$ cat src/rtl/mram_serial_host.sv
// rtl/mram_serial_host.sv - serial MRAM host: latches one command, shifts address/data out, captures read word
module mram_serial_host #(
  parameter int READ_LAT = 2,
  parameter int GAP_CYC  = 2
) (
  input  logic        clk,
  input  logic        rst,
  input  logic        cmd_valid,
  output logic        cmd_ready,
  input  logic        cmd_we,
  input  logic        cmd_ube,
  input  logic        cmd_lbe,
  input  logic [19:0] cmd_addr,
  input  logic [15:0] cmd_wdata,
  output logic        ser_addr,
  output logic        ser_data,
  output logic [2:0]  read_write_sel,
  output logic        mram_rst,
  input  logic        ser_rd,
  output logic [15:0] rd_data,
  output logic        rd_valid,
  output logic        busy
);

  typedef enum logic [2:0] {
    IDLE,
    SETUP,
    SHIFT,
    RWAIT,
    CAPTURE,
    GAP
  } state_t;

  localparam logic [4:0] SHIFT_LAST = 5'd19;
  localparam logic [4:0] CAP_LAST   = 5'd15;
  localparam logic [4:0] RWAIT_LAST = (READ_LAT >= 2) ? 5'(READ_LAT - 2) : 5'd0;
  localparam logic [4:0] GAP_LAST   = 5'(GAP_CYC - 1);

  state_t      state, state_n;
  logic [4:0]  cnt, cnt_n;
  logic        capture_done;
  logic        accept;
  logic        no_enables;
  logic [19:0] addr_q;
  logic [15:0] wdata_q;
  logic        we_q, ube_q, lbe_q;
  logic [14:0] rd_sh;
  logic [15:0] rd_word;
  logic        ser_addr_n, ser_data_n;

  assign accept         = cmd_valid & cmd_ready;
  assign no_enables     = ~cmd_ube & ~cmd_lbe;
  assign rd_word        = {rd_sh, ser_rd};
  assign read_write_sel = {ube_q, lbe_q, we_q};

  always_comb begin
    state_n      = state;
    cnt_n        = cnt;
    capture_done = 1'b0;
    unique case (state)
      IDLE: begin
        if (accept) begin
          state_n = SETUP;
          cnt_n   = 5'd0;
        end
      end
      SETUP: begin
        state_n = SHIFT;
        cnt_n   = 5'd0;
      end
      SHIFT: begin
        if (cnt == SHIFT_LAST) begin
          cnt_n = 5'd0;
          if (we_q)
            state_n = GAP;
          else if (READ_LAT == 1)
            state_n = CAPTURE;
          else
            state_n = RWAIT;
        end else begin
          cnt_n = cnt + 5'd1;
        end
      end
      RWAIT: begin
        if (cnt == RWAIT_LAST) begin
          state_n = CAPTURE;
          cnt_n   = 5'd0;
        end else begin
          cnt_n = cnt + 5'd1;
        end
      end
      CAPTURE: begin
        if (cnt == CAP_LAST) begin
          state_n      = GAP;
          cnt_n        = 5'd0;
          capture_done = 1'b1;
        end else begin
          cnt_n = cnt + 5'd1;
        end
      end
      GAP: begin
        if (cnt == GAP_LAST) begin
          state_n = IDLE;
          cnt_n   = 5'd0;
        end else begin
          cnt_n = cnt + 5'd1;
        end
      end
      default: begin
        state_n = IDLE;
        cnt_n   = 5'd0;
      end
    endcase
  end

  // Serial outputs are registered from the next state so each bit lines up with its SHIFT cycle.
  always_comb begin
    ser_addr_n = 1'b0;
    ser_data_n = 1'b0;
    if (state_n == SHIFT) begin
      ser_addr_n = addr_q[cnt_n];
      if (we_q && cnt_n < 5'd16)
        ser_data_n = wdata_q[cnt_n[3:0]];
    end
  end

  always_ff @(posedge clk or negedge rst) begin
    if (!rst) begin
      state     <= IDLE;
      cnt       <= 5'd0;
      cmd_ready <= 1'b0;
      busy      <= 1'b0;
      mram_rst  <= 1'b1;
      ser_addr  <= 1'b0;
      ser_data  <= 1'b0;
      addr_q    <= 20'd0;
      wdata_q   <= 16'd0;
      we_q      <= 1'b0;
      ube_q     <= 1'b0;
      lbe_q     <= 1'b0;
      rd_sh     <= 15'd0;
      rd_data   <= 16'd0;
      rd_valid  <= 1'b0;
    end else begin
      state     <= state_n;
      cnt       <= cnt_n;
      cmd_ready <= (state_n == IDLE);
      busy      <= (state_n != IDLE);
      mram_rst  <= (state_n == IDLE) || (state_n == GAP);
      ser_addr  <= ser_addr_n;
      ser_data  <= ser_data_n;
      rd_valid  <= capture_done;
      if (accept) begin
        addr_q  <= cmd_addr;
        wdata_q <= cmd_wdata;
        we_q    <= cmd_we;
        ube_q   <= cmd_ube | no_enables;
        lbe_q   <= cmd_lbe | no_enables;
      end
      if (state == CAPTURE)
        rd_sh <= rd_word[14:0];
      if (capture_done)
        rd_data <= {ube_q ? rd_word[15:8] : 8'h00, lbe_q ? rd_word[7:0] : 8'h00};
    end
  end

endmodule

$ cat config.mk
export PLATFORM = sky130hd
export DESIGN_NAME = mram_serial_host
export DESIGN_NICKNAME = d
export VERILOG_FILES = /design/src/rtl/mram_serial_host.sv
export SDC_FILE = /design/constraint.sdc
export NUM_CORES = 1
export LEC_CHECK = 0
export BUFFER_PORTS_ARGS = -buffer_cell sky130_fd_sc_hd__buf_2
export CAP_MARGIN = 5
export CORE_MARGIN = 2
export CORE_UTILIZATION = 55
export DETAILED_ROUTE_END_ITERATION = 16
export HOLD_SLACK_MARGIN = 0.05
export PLACE_DENSITY = 0.79
export SLEW_MARGIN = 20
export SYNTH_ARGS = -nofsm -noshare
export SYNTH_HDL_FRONTEND = slang
export SYNTH_SLANG_ARGS = --single-unit
$ cat constraint.sdc
create_clock -name clk -period 3.2 [get_ports clk]
set_clock_uncertainty 0.2 [all_clocks]
set_input_delay 0.48 -clock clk [delete_from_list [all_inputs] [get_ports clk]]
set_output_delay 0.48 -clock clk [all_outputs]
set_load 0.01 [all_outputs]
==> metrics.cfg, run 1 <==
[critical_path]
crit_chain=ha_1 > nand3_1 > inv_1 > ha_1 > o32ai_2 > nor3_2 > o31ai_4 > buf_12 > mux2i_1 > mux2i_1 > o2111a_1 > a311o_1
cp_data_arrival_time_ns=3.04
cp-start-kind=flop
path_class=reg -> reg
slowest_stage=dfrtp_1
slowest_delay_ns=0.46
cp_data_required_time_ns=3.24
path_delay_family=compound AO/OA/AOI/OAI gates
worst-path-buf-inv=2
end_kind=flop
crit_fanout=8

[pwr]
combPwrFrac=0.404
netSwitchingPower_mw=1.46
pwr-share-seq=0.408
p_int_mw=2.67
ir_drop_v=0.000489
leakage_nw=2.18
powerDensity_nw_per_um2=896
p_sw_frac=0.354
clock_power_share=0.187

[finish]
diodes=0
register_area_sq_um=2100
design.final.nets=449
fillers=547
multi_input_area_sq_um=1680
drive_gt1_frac=0.397
area_growth_pct=17.7

[synthesis]
async_flop_share=1.00
syn-cell-area_sq_um=3920
yosys_warnings=0
seq_area_frac_synth=0.537
synth_cells=329
ys_types=47
syn_area_per_cell_sq_um=11.9
syn-num-nets=377
yosys_most_used_dff=dfrtp_1
ys_seq_elements=84
synth-edff-count=0

[routing]
routedWlPerCell_um=14.3
drt_wl_total_um=7180
via_per_inst=5.25
detailedRoute.firstIterationViolations=181
ant_nets=0
drc=0
dr.pass1.iters=4
vias=2637

[placement]
dp_hpwl_um=5220
gp_congestion=0.819
portBuffers=67

[timing]
grt_setup_unrepaired=false
maxClockFrequency_mhz=334
period_share=0.936
setup_viol_count_final=0
slew_violations=0
hold_viol=0
setup_tns_ns=0
worstMarginPinSlew_ns=0.830
relSlewSlack=0.445
hold_slack_ns=0.145
period_minus_slack_ns=2.99

[clock_tree]
cts-root-buf=clkbuf_8
htree_levels=3
tritoncts=done
clk_pin_slew_ns=0.10
cts_num_sinks=84
cts_max_path_buffers=2
numCtsBuffers=9
clk_latency_ns=0.36

[die]
start_util=0.574
fp-row-count=30
die_w_um=88.4
die_area_sq_um=7820
core_region_area_sq_um=6830
fp.dieH_um=88.4
io_pins=68

[worst_hold_path]
hold_path.class=in -> reg

[global_routing]
grt_max_degree=85
antenna_found_initial=0
grt_pass1_wl_um=12000
grt_util_all_layers=0.202
grt-ovfl-total=0
first_global_vias=2647

[run]
maxCapViolations=0

[status]
outcome=completed

## worst register-to-register path, cell delays in order (launching register included)
cell	delay [ns]
dfrtp_1	0.46
ha_1	0.27
nand3_1	0.12
inv_1	0.05
ha_1	0.21
o32ai_2	0.20
nor3_2	0.09
o31ai_4	0.29
buf_12	0.16
mux2i_1	0.18
mux2i_1	0.09
o2111a_1	0.23
a311o_1	0.31
## cell type report
cell class | instances | share of cell area
clock inverters | 7 | 0.0174
flip-flops and latches | 84 | 0.456
multi-input cells | 213 | 0.364
well taps | 96 | 0.0260
inverters | 12 | 0.00977
clock buffers | 9 | 0.0269
repair buffers | 81 | 0.100
## sequential cells by signal, summed over array words and instances (netlist names)
name,flops
ube_q,1
we_q,1
rd_data,16
wdata_q,16
rd_sh,15
ser_addr,1
ser_data,1
cnt,5
busy,1
lbe_q,1
cmd_ready,1
state,3
addr_q,20
mram_rst,1
rd_valid,1
## cell usage after synthesis, types with 3 or more instances
master | instances | area [sq um]
nand3_1 | 6 | 30.0
a21oi_1 | 8 | 40.0
and2_1 | 3 | 18.8
o21ai_0 | 22 | 110
nor2b_1 | 4 | 25.0
dfrtp_1 | 83 | 2080
buf_4 | 3 | 22.5
mux2_2 | 53 | 597
a22oi_1 | 4 | 30.0
nand2_1 | 45 | 169
inv_1 | 11 | 41.3
mux2i_1 | 21 | 210
buf_1 | 7 | 26.3
clkbuf_1 | 6 | 22.5
nor2_1 | 7 | 26.3
o21ai_1 | 3 | 15.0
ha_1 | 5 | 62.6
## layer usage
metal  global-route usage  vias up  share of wire
met4                0.101        0          0.023
li1                     -     1291              -
met2                0.349       74           0.51
met3               0.0457       15          0.044
met5                    0        -              0
met1                0.238     1257           0.42
## final timing paths
kind | slack [ns] | depth (start not counted) | startpoint | end
worst max-delay path | 0.21 | 12 | cnt[0] | ser_addr
worst min-delay path | 0.15 | 2 | cmd_addr[13] | addr_q[13]
worst max register to register | 0.21 | 12 | cnt[0] | ser_addr
worst min register to register | 0.28 | 2 | rd_data[14] | rd_data[14]
max in group asynchronous | 1.77 | 2 | rst | state[1]
min in group asynchronous | 0.53 | 2 | rst | rd_data[2]
## logic make-up after synthesis
kind of cell,after synthesis,share of synthesized area
flops,84,0.537
simple gates,82,0.111
mux,74,0.206
compound gates,51,0.0875
buf+inv,32,0.0402
fa+ha+maj,5,0.0160
xor+xnor,1,0.00224
## cell usage in the layout (no fill, tap or decap), drive strengths merged, types with 2 or more instances in the layout
cell type / count
dfrtp: 83
and2: 3
nand3: 6
a21oi: 8
nor2: 7
nand3b: 2
mux2i: 21
ha: 5
nor3: 3
o32ai: 2
buf: 80
a22oi: 4
inv: 15
nand4: 2
nor2b: 4
clkbuf: 9
mux2: 53
nand2: 45
clkinv: 2
o22ai: 2
nand2b: 2
o31ai: 3
nor4b: 3
o21ai: 26
## power by group through the flow
stage	combinational [mW]	clock (mW)	sequential [mW]
after CTS	1.63	0.787	1.69
final	1.67	0.774	1.69
after detailed placement	1.62	0	1.71
after global placement	1.57	0	1.69
after global routing	1.84	0.840	1.73
after floorplan	1.34	0	1.60
## repair_timing
item                                   in CTS  in global routing
hold buffers                                0                  1
gates resized for setup                     0                  2
setup buffers                               0                  1
setup endpoints to repair                   0                  2
endpoints found under the hold margin       0                 73
## through the flow
step	instance area [sq um]	utilization	cells	power, mW	setup slack (ns)
after floorplan	3920	-	329	2.93	0.395
after global placement	4360	0.639	484	3.26	0.117
after detailed placement	4360	0.639	484	3.33	0.0751
after CTS	4570	0.668	500	4.10	0.0565
after global routing	4610	0.675	502	4.41	0.00780
final	4610	0.675	502	4.13	0.205
Power figures use the tool's default switching activity.
==> inputs of run 2 (changes only) <==
==> constraint.sdc (replaced) <==
create_clock -name clk -period 3.2 [get_ports clk]
set_clock_uncertainty 0.2 [all_clocks]
set_input_delay 0 -clock clk [delete_from_list [all_inputs] [get_ports clk]]
set_output_delay 0 -clock clk [all_outputs]
set_load 0.01 [all_outputs]
==> metrics.cfg, run 2 (same netlist as run 1, synthesis figures left out) <==
[status]
outcome=completed

[clock_tree]
clk_latency_ns=0.37  ; about the same
cts-root-buf=clkbuf_8
numCtsBuffers=9  ; unchanged
clk_pin_slew_ns=0.09  ; about the same
htree_levels=3  ; unchanged
cts_num_sinks=84  ; unchanged
tritoncts=done
cts_max_path_buffers=2  ; unchanged

[critical_path]
path_class=reg -> reg
crit_start=cnt[0]
end_kind=flop
cp_data_required_time_ns=3.25  ; about the same
crit_fanout=8  ; unchanged
cp_data_arrival_time_ns=3.12  ; +0.08 ns
worstReg2RegStart=cnt[0]
cp-start-kind=flop

[finish]
final_common_cell=dfrtp_1
regMostFlops=addr_q
drive_gt1_frac=0.355  ; -0.0416
reg_top3=addr_q x20, rd_data x16, wdata_q x16
layout_common_cells=dfrtp_1 (83), buf_2 (66), mux2_2 (53), nand2_1 (45), dlygate4sd3_1 (44)
area_growth_pct=28.5
largest_register_ff_count=20  ; unchanged
design.final.nets=491  ; +9.4%
diodes=0  ; unchanged

[pwr]
power_mw=4.22  ; +2.2%
netSwitchingPower_mw=1.51  ; +3.2%
leakage_nw=2.36  ; +8.2%
pwr-share-seq=0.401  ; -0.007
combPwrFrac=0.411  ; +0.007
p_int_mw=2.71  ; +1.7%
ir_drop_v=0.000492  ; +0.75%
clock_power_share=0.188  ; about the same
p_sw_frac=0.357  ; +0.00331
powerDensity_nw_per_um2=838  ; -6.4%

[routing]
drc=0  ; unchanged
ant_nets=0  ; unchanged
routedWlPerCell_um=14.8  ; +3.4%
dr.pass1.iters=4  ; unchanged
vias=2851  ; +8.1%
detailedRoute.firstIterationViolations=131  ; -28%
drt_wl_total_um=8040  ; +12%
via_per_inst=5.24  ; -0.23%

[die]
die_w_um=88.4  ; unchanged
core_region_area_sq_um=6830  ; unchanged
die_area_sq_um=7820  ; unchanged
fp-row-count=30  ; unchanged
start_util=0.574  ; unchanged
io_pins=68  ; unchanged
fp.dieH_um=88.4  ; unchanged

[global_routing]
antenna_found_initial=0  ; unchanged
grt_max_degree=85  ; unchanged
grt_pass1_wl_um=13200  ; +9.5%
grt_util_all_layers=0.222  ; +0.0195
grt-ovfl-total=0  ; unchanged
first_global_vias=2849  ; +7.6%

[timing]
setup_viol_count_final=0  ; unchanged
maxClockFrequency_mhz=326  ; -2.4%
period_share=0.959  ; +0.0230
relSlewSlack=0.421  ; -0.0247
hold_viol=0  ; unchanged
setup_tns_ns=0  ; unchanged
period_minus_slack_ns=3.07  ; +0.0737 ns
slew_violations=0  ; unchanged
worstMarginPinSlew_ns=0.867  ; +0.0370 ns

[placement]
dp_hpwl_um=5220  ; about the same
gp_congestion=0.820  ; +0.11%
portBuffers=67  ; unchanged

[worst_hold_path]
hold_path.class=in -> async

[run]
maxCapViolations=0  ; unchanged

run 2: path summary, 6_finish.rpt:
path | endpoint | cells past startpoint | slack (ns)
max in group asynchronous | we_q | 2 | 2.26
hold reg to reg | rd_data[14] | 2 | 0.28
min in group clk | addr_q[5] | 3 | 0.19
setup / recovery | ser_addr | 11 | 0.13
hold / removal | rd_data[2] | 2 | 0.04
setup reg to reg | ser_addr | 11 | 0.13
run 2: per-stage QoR:
stage / util / cells / hold WS [ns] / setup slack [ns] / area [sq um]
final: 0.737 / 544 / 0.0398 / 0.131 / 5030
after detailed placement: 0.638 / 483 / 0.0357 / 0.0380 / 4360
after CTS: 0.732 / 543 / 0.188 / 0.0293 / 5000
after global routing: 0.737 / 544 / 0.135 / -0.0302 / 5030
after floorplan: - / 329 / -0.496 / 0.395 / 3920
after global placement: 0.638 / 483 / 0.0306 / 0.145 / 4360
run 2: routing by layer:
metal	part of all wire	global-route usage
met5	0	0
met4	0.022	0.0923
met3	0.037	0.0373
met2	0.53	0.395
met1	0.41	0.267
run 2: what timing repair did:
action / 4_1_cts / 5_1_grt
endpoints found under the hold margin: 125 / 0
setup endpoints to repair: 0 / 2
setup buffers: 0 / 1
gates resized for setup: 0 / 1
hold buffers: 44 / 0
run 2: cell type report:
cell class,count,area (sq um)
Clock inverter,7,82.6
Timing Repair Buffer,123,885
Clock buffer,9,124
Fill cell,470,1800
Sequential cell,84,2100
Tap cell,96,120
Multi-Input combinational cell,213,1680
Inverter,12,45.0
run 2: worst max-delay path: stages, from the launching register on:
cell and delay (ns):
dfrtp_1 0.48, inv_1 0.12, ha_1 0.21, nor4b_4 0.15, o32ai_4 0.39, nor3_2 0.10
o31ai_4 0.30, buf_12 0.17, mux2i_1 0.19, mux2i_1 0.09, o2111a_1 0.23, a311o_1 0.32
run 2: power by group through the flow:
stage / Combinational, mW / Sequential [mW] / Clock [mW]
5_1_grt: 1.89 / 1.73 / 0.853
2_1_floorplan: 1.34 / 1.60 / 0
6_report: 1.73 / 1.69 / 0.792
4_1_cts: 1.67 / 1.69 / 0.799
3_3_place_gp: 1.57 / 1.69 / 0
3_5_place_dp: 1.62 / 1.71 / 0
==> inputs of run 3 (changes only) <==
Settings changed: ABC_AREA set to 1.
==> metrics.cfg, run 3 <==
[status]
outcome=completed

[critical_path]
crit_fanout=11  ; +3
cp_data_required_time_ns=3.28  ; +0.03 ns
cp-start-kind=flop
end_kind=flop
path_class=reg -> reg
slowest_delay_ns=0.45  ; -0.03 ns
cpMostUsedCell=nand2_1
cp_data_arrival_time_ns=2.74  ; -0.38 ns
slowest_stage=dfrtp_1
crit_chain=ha_1 > nand2_1 > nor2_1 > ha_1 > inv_1 > nand3_1 > nand2_1 > nor2_2 > nand2_1 > nand2_1 > nand2_1 > nand2_1 > nand2_1 > o21ai_1 > a21oi_1 > a21oi_2

[timing]
period_minus_slack_ns=2.66  ; -0.411 ns
setup_tns_ns=0  ; unchanged
relSlewSlack=0.497  ; +0.0770
worstMarginPinSlew_ns=0.754  ; -0.113 ns
setup_viol_count_final=0  ; unchanged
grt_setup_unrepaired=false
worst_slack_ns=0.543  ; +0.411 ns
period_share=0.830  ; -0.129
hold_viol=0  ; unchanged
maxClockFrequency_mhz=376  ; +15%
slew_violations=0  ; unchanged

[global_routing]
first_global_vias=3404  ; +19%
antenna_found_initial=0  ; unchanged
grt_pass1_wl_um=15600  ; +19%
grt_max_degree=85  ; unchanged
grt_util_all_layers=0.261  ; +0.0396
grt-ovfl-total=0  ; unchanged

[finish]
final_cell_count_no_fill=689  ; +27%
drive_gt1_frac=0.194  ; -0.161
fillers=545  ; +16%
layout_common_cells=nand2_1 (225), dfrtp_1 (83), buf_2 (66), dlygate4sd3_1 (42), nand3_1 (36)
design.final.nets=637  ; +30%
diodes=0  ; unchanged
regMostFlops=addr_q
final_common_cell=nand2_1
largest_register_ff_count=20  ; unchanged
reg_top3=addr_q x20, rd_data x16, wdata_q x16
final_area_sq_um=4890  ; -3.0%
area_growth_pct=25.3

[placement]
portBuffers=67  ; unchanged
dp_hpwl_um=6190  ; +18%
placed_area_sq_um=4290  ; -1.4%
post-place-ws_ns=0.564  ; +0.526 ns
gp_congestion=0.901  ; +9.9%
dp.cells=632  ; +31%

[clock_tree]
numCtsBuffers=9  ; unchanged
cts_num_sinks=84  ; unchanged
clk_pin_slew_ns=0.09  ; about the same
cts-root-buf=clkbuf_8
cts_resized=0  ; unchanged
htree_levels=3  ; unchanged
clk_latency_ns=0.35  ; -0.02 ns
postCtsSetupBuffers=0  ; unchanged
cts_max_path_buffers=2  ; unchanged
ctsHoldBuffers=42  ; -4.5%
tritoncts=done

[synthesis]
yosys_most_used_dff=dfrtp_1
syn-cell-area_sq_um=3900  ; -0.48%
seq_area_frac_synth=0.539  ; +0.00258
synth-edff-count=0  ; unchanged
yosysMostFrequentCell=nand2_1
yosys_warnings=0  ; unchanged
ys_types=32  ; -32%
syn-num-nets=530  ; +41%
synth_area_leader_cell=dfrtp_1
ys_top_cells_by_count=nand2_1 (225), dfrtp_1 (83), nand3_1 (36)
synth.top_cell.area_share=0.533  ; +0.00255
ys_seq_elements=84  ; unchanged
ys_top_cells_by_area=dfrtp_1 (53%), nand2_1 (22%), nand3_1 (4.6%)
syn_area_per_cell_sq_um=8.09  ; -32%
synth_cells=482  ; +47%
async_flop_share=1.00  ; unchanged

[routing]
ant_nets=0  ; unchanged
vias=3474  ; +22%
via_per_inst=5.04  ; -3.8%
drt_wl_total_um=9390  ; +17%
detailedRoute.firstIterationViolations=162  ; +24%
routedWlPerCell_um=13.6  ; -7.8%
drc=0  ; unchanged
dr.pass1.iters=5  ; +1

[die]
die_area_sq_um=7780  ; -0.46%
start_util=0.571  ; -0.00275
fp.dieH_um=88.2  ; -0.23%
fp-row-count=30  ; unchanged
die_w_um=88.2  ; -0.23%
core_region_area_sq_um=6830  ; unchanged
io_pins=68  ; unchanged

[pwr]
p_int_mw=2.33  ; -14%
netSwitchingPower_mw=1.74  ; +16%
leakage_nw=2.62  ; +11%
p_sw_frac=0.428  ; +0.0711
pwr-share-seq=0.399  ; -0.002
ir_drop_v=0.000593  ; +21%
powerDensity_nw_per_um2=833  ; -0.68%
clock_power_share=0.165  ; -0.023
combPwrFrac=0.436  ; +0.025

[run]
maxCapViolations=0  ; unchanged

[worst_hold_path]
hold_path.class=in -> async

## run 3: changes by cell type after synthesis, moves of 5 or more
| cell | previous run | this run |
|---|---|---|
| mux2i_1 | 21 | 0 |
| nand3_1 | 6 | 36 |
| nor2_1 | 7 | 22 |
| clkbuf_1 | 6 | 11 |
| nand2_2 | 0 | 7 |
| nor2_2 | 0 | 5 |
| inv_1 | 11 | 23 |
| buf_1 | 7 | 0 |
| nand2_1 | 45 | 225 |
| mux2_2 | 53 | 0 |
## run 3: power by group through the flow
stage / Clock, mW / Combinational [mW] / Sequential, mW
2_1_floorplan: 0 / 1.39 / 1.58
4_1_cts: 0.683 / 1.77 / 1.62
3_5_place_dp: 0 / 1.71 / 1.64
6_report: 0.671 / 1.77 / 1.62
5_1_grt: 0.729 / 2.04 / 1.65
3_3_place_gp: 0 / 1.67 / 1.64
## run 3: worst paths after layout
| check | startpoint | to | slack, ns | depth (start not counted) |
|---|---|---|---|---|
| worst max-delay path | cnt[0] | ser_addr | 0.54 | 16 |
| worst min-delay path | rst | rd_data[14] | 0.04 | 2 |
| worst max register to register | cnt[0] | ser_addr | 0.54 | 16 |
| worst min register to register | rd_data[2] | rd_data[2] | 0.28 | 2 |
| max in group asynchronous | rst | addr_q[17] | 2.22 | 2 |
| min in group clk | cmd_valid | cnt[3] | 0.10 | 4 |
## run 3: per-stage QoR
stage	util	hold slack, ns	power, mW
floorplan	-	-0.496	2.97
global placement	0.629	-0.00692	3.31
detailed placement	0.629	-0.000567	3.35
CTS	0.715	0.100	4.08
global route	0.715	0.113	4.43
finish	0.715	0.0384	4.07
## run 3: cell type report
| cell class | instances | area [sq um] | share of cell area |
|---|---|---|---|
| flip-flops and latches | 84 | 2100 | 0.430 |
| multi-input cells | 352 | 1590 | 0.326 |
| repair buffers | 113 | 792 | 0.162 |
| clock buffers | 11 | 141 | 0.0289 |
| well taps | 96 | 120 | 0.0246 |
| inverters | 29 | 111 | 0.0228 |
| clock inverters | 4 | 26.3 | 0.00538 |
## run 3: cell families (layout without fill, tap and decap cells)
logic type / count (synthesis) / after routing / share of synthesized area
simple gates: 308 / 308 / 0.334
flops: 84 / 84 / 0.539
buf+inv: 46 / 157 / 0.0526
compound gates: 37 / 37 / 0.0536
fa+ha+maj: 5 / 5 / 0.0160
xor+xnor: 2 / 2 / 0.00449
## run 3: critical path, delay by kind of cell (launching register included)
family                     cells  cell delay, ns
AOI/OAI and AO/OA              3            0.29
adders and majority gates      2            0.44
buffers and inverters          1            0.09
DFF                            1            0.45
and+or+nand+nor               10            1.11
## run 3: metal layers
layer / global-route usage / part of all wire / up-vias
met3: 0.0434 / 0.041 / 18
li1: - / - / 1722
met1: 0.324 / 0.40 / 1651
met2: 0.456 / 0.54 / 83
met5: 0 / 0 / -
met4: 0.103 / 0.019 / 0
